[src/rtl/riscv_multicycle_ctrl.sv]
// riscv_multicycle_ctrl: main control FSM of the multicycle RV32I core.
// Sequences the shared ALU, memory port, IR and extend unit for lw/sw/R/I.
//
// Ports:
//   clk, rst_n (sync, active-low)
//   op, funct3, funct7b5 : instruction fields from the IR
//   mem_ready            : memory port finished the access this cycle
//   mem_req, adr_src, ir_write, pc_write, mem_write, reg_write, immsrc
//   alu_src_a, alu_src_b, result_src, alu_control : datapath selects
//   instr_done           : one-cycle retire pulse
//   illegal              : sticky illegal-opcode flag
//
// Optional feature: define RISCV_CTRL_ILLEGAL_TRAP_EN to trap unknown
// opcodes in TRAP (sets illegal). Otherwise they retire as a NOP.
module riscv_multicycle_ctrl (
  input  logic       clk,
  input  logic       rst_n,
  input  logic [6:0] op,
  input  logic [2:0] funct3,
  input  logic       funct7b5,
  input  logic       mem_ready,
  output logic       mem_req,
  output logic       adr_src,
  output logic       ir_write,
  output logic       pc_write,
  output logic       mem_write,
  output logic       reg_write,
  output logic       immsrc,
  output logic [1:0] alu_src_a,
  output logic [1:0] alu_src_b,
  output logic [1:0] result_src,
  output logic [2:0] alu_control,
  output logic       instr_done,
  output logic       illegal
);

  localparam logic [6:0] OP_LW = 7'b0000011;
  localparam logic [6:0] OP_SW = 7'b0100011;
  localparam logic [6:0] OP_R  = 7'b0110011;
  localparam logic [6:0] OP_I  = 7'b0010011;

  localparam logic [2:0] ALU_ADD = 3'b000;
  localparam logic [2:0] ALU_SUB = 3'b001;
  localparam logic [2:0] ALU_AND = 3'b010;
  localparam logic [2:0] ALU_OR  = 3'b011;
  localparam logic [2:0] ALU_SLT = 3'b101;

  typedef enum logic [3:0] {
    S_FETCH,
    S_DECODE,
    S_MEMADR,
    S_MEMREAD,
    S_MEMWB,
    S_MEMWRITE,
    S_EXECR,
    S_EXECI,
    S_ALUWB
`ifdef RISCV_CTRL_ILLEGAL_TRAP_EN
    ,
    S_TRAP
`endif
  } state_e;

  state_e state_q, state_d;
  state_e cur;

  function automatic logic [2:0] alu_dec(
    input logic [6:0] op_i,
    input logic [2:0] f3,
    input logic       f7b5
  );
    logic [2:0] r;
    case (f3)
      3'b000:  r = (op_i == OP_R && f7b5) ? ALU_SUB : ALU_ADD;
      3'b010:  r = ALU_SLT;
      3'b110:  r = ALU_OR;
      3'b111:  r = ALU_AND;
      default: r = ALU_ADD;
    endcase
    return r;
  endfunction

`ifdef RISCV_CTRL_ILLEGAL_TRAP_EN
  logic illegal_q, illegal_d;
  assign illegal = illegal_q;
`else
  assign illegal = 1'b0;
`endif

  always_comb begin
    // While reset is held, present the FETCH decode so the
    // memory address mux is already pointing at the PC.
    cur         = rst_n ? state_q : S_FETCH;
    state_d     = cur;
    mem_req     = 1'b0;
    adr_src     = 1'b0;
    ir_write    = 1'b0;
    pc_write    = 1'b0;
    mem_write   = 1'b0;
    reg_write   = 1'b0;
    immsrc      = 1'b0;
    alu_src_a   = 2'b00;
    alu_src_b   = 2'b00;
    result_src  = 2'b00;
    alu_control = ALU_ADD;
    instr_done  = 1'b0;
`ifdef RISCV_CTRL_ILLEGAL_TRAP_EN
    illegal_d   = illegal_q;
`endif
    unique case (cur)
      S_FETCH: begin
        mem_req    = 1'b1;
        alu_src_b  = 2'b10;
        result_src = 2'b10;
        ir_write   = mem_ready & rst_n;
        pc_write   = mem_ready & rst_n;
        if (mem_ready) state_d = S_DECODE;
      end
      S_DECODE: begin
        alu_src_a = 2'b01;
        alu_src_b = 2'b01;
        case (op)
          OP_LW, OP_SW: state_d = S_MEMADR;
          OP_R:         state_d = S_EXECR;
          OP_I:         state_d = S_EXECI;
          default: begin
`ifdef RISCV_CTRL_ILLEGAL_TRAP_EN
            state_d   = S_TRAP;
            illegal_d = 1'b1;
`else
            state_d    = S_FETCH;
            instr_done = 1'b1;
`endif
          end
        endcase
      end
      S_MEMADR: begin
        alu_src_a = 2'b10;
        alu_src_b = 2'b01;
        immsrc    = (op == OP_SW);
        state_d   = (op == OP_SW) ? S_MEMWRITE : S_MEMREAD;
      end
      S_MEMREAD: begin
        mem_req = 1'b1;
        adr_src = 1'b1;
        if (mem_ready) state_d = S_MEMWB;
      end
      S_MEMWB: begin
        result_src = 2'b01;
        reg_write  = 1'b1;
        instr_done = 1'b1;
        state_d    = S_FETCH;
      end
      S_MEMWRITE: begin
        mem_req   = 1'b1;
        adr_src   = 1'b1;
        mem_write = 1'b1;
        if (mem_ready) begin
          instr_done = 1'b1;
          state_d    = S_FETCH;
        end
      end
      S_EXECR: begin
        alu_src_a   = 2'b10;
        alu_src_b   = 2'b00;
        alu_control = alu_dec(op, funct3, funct7b5);
        state_d     = S_ALUWB;
      end
      S_EXECI: begin
        alu_src_a   = 2'b10;
        alu_src_b   = 2'b01;
        alu_control = alu_dec(op, funct3, funct7b5);
        state_d     = S_ALUWB;
      end
      S_ALUWB: begin
        result_src = 2'b00;
        reg_write  = 1'b1;
        instr_done = 1'b1;
        state_d    = S_FETCH;
      end
`ifdef RISCV_CTRL_ILLEGAL_TRAP_EN
      S_TRAP: begin
        state_d = S_TRAP;
      end
`endif
      default: begin
        state_d = S_FETCH;
      end
    endcase
  end

  always_ff @(posedge clk) begin
    if (!rst_n) begin
      state_q <= S_FETCH;
    end else begin
      state_q <= state_d;
    end
  end

`ifdef RISCV_CTRL_ILLEGAL_TRAP_EN
  always_ff @(posedge clk) begin
    if (!rst_n) begin
      illegal_q <= 1'b0;
    end else begin
      illegal_q <= illegal_d;
    end
  end
`endif

endmodule

[config.mk]
export PLATFORM = sky130hd
export DESIGN_NAME = riscv_multicycle_ctrl
export DESIGN_NICKNAME = d
export VERILOG_FILES = /design/src/rtl/riscv_multicycle_ctrl.sv
export SDC_FILE = /design/constraint.sdc
export NUM_CORES = 1
export LEC_CHECK = 0
export CAP_MARGIN = 0
export CELL_PAD_IN_SITES_DETAIL_PLACEMENT = 0
export CELL_PAD_IN_SITES_GLOBAL_PLACEMENT = 1
export CORE_MARGIN = 3
export CORE_UTILIZATION = 24
export CTS_BUF_LIST = sky130_fd_sc_hd__clkbuf_4
export DETAILED_ROUTE_END_ITERATION = 12
export PLACE_DENSITY_LB_ADDON = 0.1
export SLEW_MARGIN = 15
export SYNTH_ARGS = -nofsm -noshare
export SYNTH_HDL_FRONTEND = slang
export SYNTH_SLANG_ARGS = --single-unit
[constraint.sdc]
create_clock -name clk -period 2.8 [get_ports clk]
set_input_delay 0.84 -clock clk [delete_from_list [all_inputs] [get_ports clk]]
set_output_delay 0.84 -clock clk [all_outputs]
set_load 0.01 [all_outputs]
==> reports/qor.txt <==
Final ANT Viol Nets - 0
Combinational Power Share - 33.5%
Hold Crit Class - reg -> reg
die width - 50.7 um
crit-path max FO - 3
skew final - 3.34 ps
DRT iter0 DRCs - 7
Syn-to-layout area delta - 103%
largest net degree at the start of global routing - 11
Period Utilization, post-route - 99.7%
Syn Inst Count - 61
RD Place Congestion - 0.780
synthesized flop and latch total - 4
Layout Nets - 124
max reg flops - 4
post-synthesis cell area - 479 um2
CTS H-tree lvls - 1
total grt overflow - 0
RSZ-0062 raised after global routing - true
clock power share - 36.6%
top flop regs - state_q (4)
Num Clock Sinks - 4
placed instance count - 127
Post-CTS Hold Buffers - 0
buffers added on ports - 30
Total Wirelength - 1.54 mm
Worst Path Arrival - 1950 ps
Biggest register - state_q
top area cells in the synthesized netlist - dfxtp_1 17%, nand2b_1 7.8%, nand4bb_4 5.7%, nor3_1 5.2%, buf_2 4.2%
Max VDD drop - 0.117 mV
layout cells sized above 1 - 44.4%
internal power - 0.149 mW
sequential-to-total area share from yosys stat - 16.7%
root buffer cell - clkbuf_4
# diodes - 0
Die Y - 50.7 um
number of CTS-inserted buffers - 3
Cell variety after synth - 33
Post-Layout Cell Count - 133
Sw Ratio - 26.5%
Vias per Instance - 4.56
CTS tree - yes
Synth Area per Inst - 7.86 um2
yosys warns - 0
Critical Path RT - 1960 ps
post-synth top area share - 16.7%
final hold vios - 0
Worst setup EP type - output port
fin crit period - 2790 ps
status - finished clean
first-pass GRT wire length - 2.57 mm
IO Count - 32
global-route usage over all layers - 12.8%
Worst setup SP type - input pin
clock latency on the worst-skew pair - 240 ps
Reg power frac - 29.8%
antenna violations before repair - 0
final number of setup-violating endpoints - 0
final routed DRC violation total - 0
Avg WL per Cell - 11.6 um
max cap viols - 0
FP Rows - 15
dpl hpwl - 1.27 mm
die area - 2570 um2
cell breakdown of the critical path - buf_6 > or4_4 > o21ba_4 > nor3_2 > buf_2
Util after Layout - 54.0%
Clock Pin Slew Worst Setup and Hold Paths - 40 ps
Slew Viols, Final - 0
Max Clock Freq - 0.358 GHz
Initial Utilization - 26.6%
CTS Buffer Depth - 2
1st-pass router iterations - 4
syn nets - 75
Psw - 0.0539 mW
Hold WS - 655 ps
Vias - 607
Crit-path slowest cell - or4_4
Crit Path Category - in -> out
power density cells - 209 nW/um2
area leader, netlist - dfxtp_1
core box area - 1800 um2
vias in the first global route - 580
Leak - 0.451 nW
fillers - 192
CP max stage delay - 550 ps
## worst max-delay path, delay by kind of cell
family	cells	cell delay (ps)
simple gates	2	640
compound gates	1	230
buf+inv	2	240
## metal layers
metal / share of wire (%) / wire [um] / global-route usage (%)
met1: 49 / 751 / 18.1
met3: 3.3 / 51 / 0.890
met2: 48 / 740 / 19.3
met4: 0 / 0 / 6.73
met5: 0 / 0 / 0
## cells by family (layout without fill, tap and decap cells)
family | after synthesis | after routing | share of synthesized area [%]
xor gates and xnor gates | 2 | 2 | 3.66
muxes | 2 | 2 | 4.44
AOI/OAI and AO/OA | 12 | 12 | 20.1
DFF | 4 | 4 | 16.7
buffers and inverters | 10 | 57 | 10.4
and+or+nand+nor | 30 | 30 | 43.9
other | 1 | 1 | 0.783
## worst paths after layout
check	from	end	slack [ps]	depth (start not counted)
max	op[6]	alu_control[0]	9	5
min	state_q[1]$_SDFF_PN0_	state_q[1]$_SDFF_PN0_	660	2
max reg2reg	state_q[3]$_SDFF_PN0_	state_q[0]$_SDFF_PN0_	1130	6
min reg2reg	state_q[1]$_SDFF_PN0_	state_q[1]$_SDFF_PN0_	660	2
## synthesized netlist by cell type
cell       instances
a2111oi_2          1
a211oi_1           1
a21oi_1            2
a2bb2oi_1          1
and3_1             2
buf_2              4
buf_4              2
clkbuf_1           1
conb_1             1
dfxtp_1            4
inv_1              3
mux2_2             1
mux2i_1            1
nand2_1            2
nand2b_1           6
nand3b_2           1
nand4b_1           2
nand4bb_4          1
nor2_1             5
nor3_1             5
nor3_4             1
nor3b_1            1
nor4b_1            1
o21ai_0            1
o21ba_2            1
o21bai_1           1
o22ai_1            1
o311ai_1           1
o41ai_1            2
or2_1              1
or3_1              1
or4_1              1
xnor2_1            2
## layout make-up
cell class                      count  area (um2)  area share [%]
Tap cell                           25        31.3            3.22
Multi-Input combinational cell     47         392            40.3
Inverter                            3        11.3            1.16
Sequential cell                     4        80.1            8.24
Timing Repair Buffer               51         435            44.8
Clock buffer                        3        22.5            2.32
## cell usage in the layout (no fill, tap or decap), types with 2 or more instances in the layout
cell | netlist | routed
buf_6 | 0 | 5
xnor2_1 | 2 | 2
buf_2 | 4 | 5
and3_1 | 2 | 2
clkdlybuf4s15_1 | 0 | 2
inv_1 | 3 | 3
buf_4 | 2 | 19
o41ai_1 | 2 | 2
clkdlybuf4s15_2 | 0 | 2
a21oi_1 | 2 | 2
clkbuf_4 | 0 | 3
nand2b_1 | 6 | 6
nor2_1 | 5 | 5
clkdlybuf4s50_1 | 0 | 6
nor3_2 | 0 | 2
dfxtp_1 | 4 | 4
nand4b_1 | 2 | 2
nor3_1 | 5 | 3
dlygate4sd2_1 | 0 | 11
## power groups by stage
| stage | logic [mW] | registers, mW | clock network, mW |
|---|---|---|---|
| 2_1_floorplan | 0.0251 | 0.0594 | 0 |
| 3_3_place_gp | 0.0687 | 0.0616 | 0 |
| 3_5_place_dp | 0.0690 | 0.0616 | 0 |
| 4_1_cts | 0.0663 | 0.0606 | 0.0786 |
| 5_1_grt | 0.0735 | 0.0608 | 0.0828 |
| 6_report | 0.0681 | 0.0607 | 0.0745 |
## stage by stage
step	cell area (um2)	worst slack, ps	TNS [ps]	total power, mW
after floorplan	479	4.63	0	0.0844
after global placement	907	-745	-7740	0.130
after detailed placement	907	-780	-7830	0.131
after CTS	936	-33.8	-33.8	0.205
after global routing	972	-49.0	-57.8	0.217
final	972	9.18	0	0.203
## timing repair
item	4_1_cts	5_1_grt
setup buffers	2	1
endpoints found under the setup margin	17	6
gates resized for setup	57	9
pin swaps	7	4
Power figures use the tool's default switching activity.
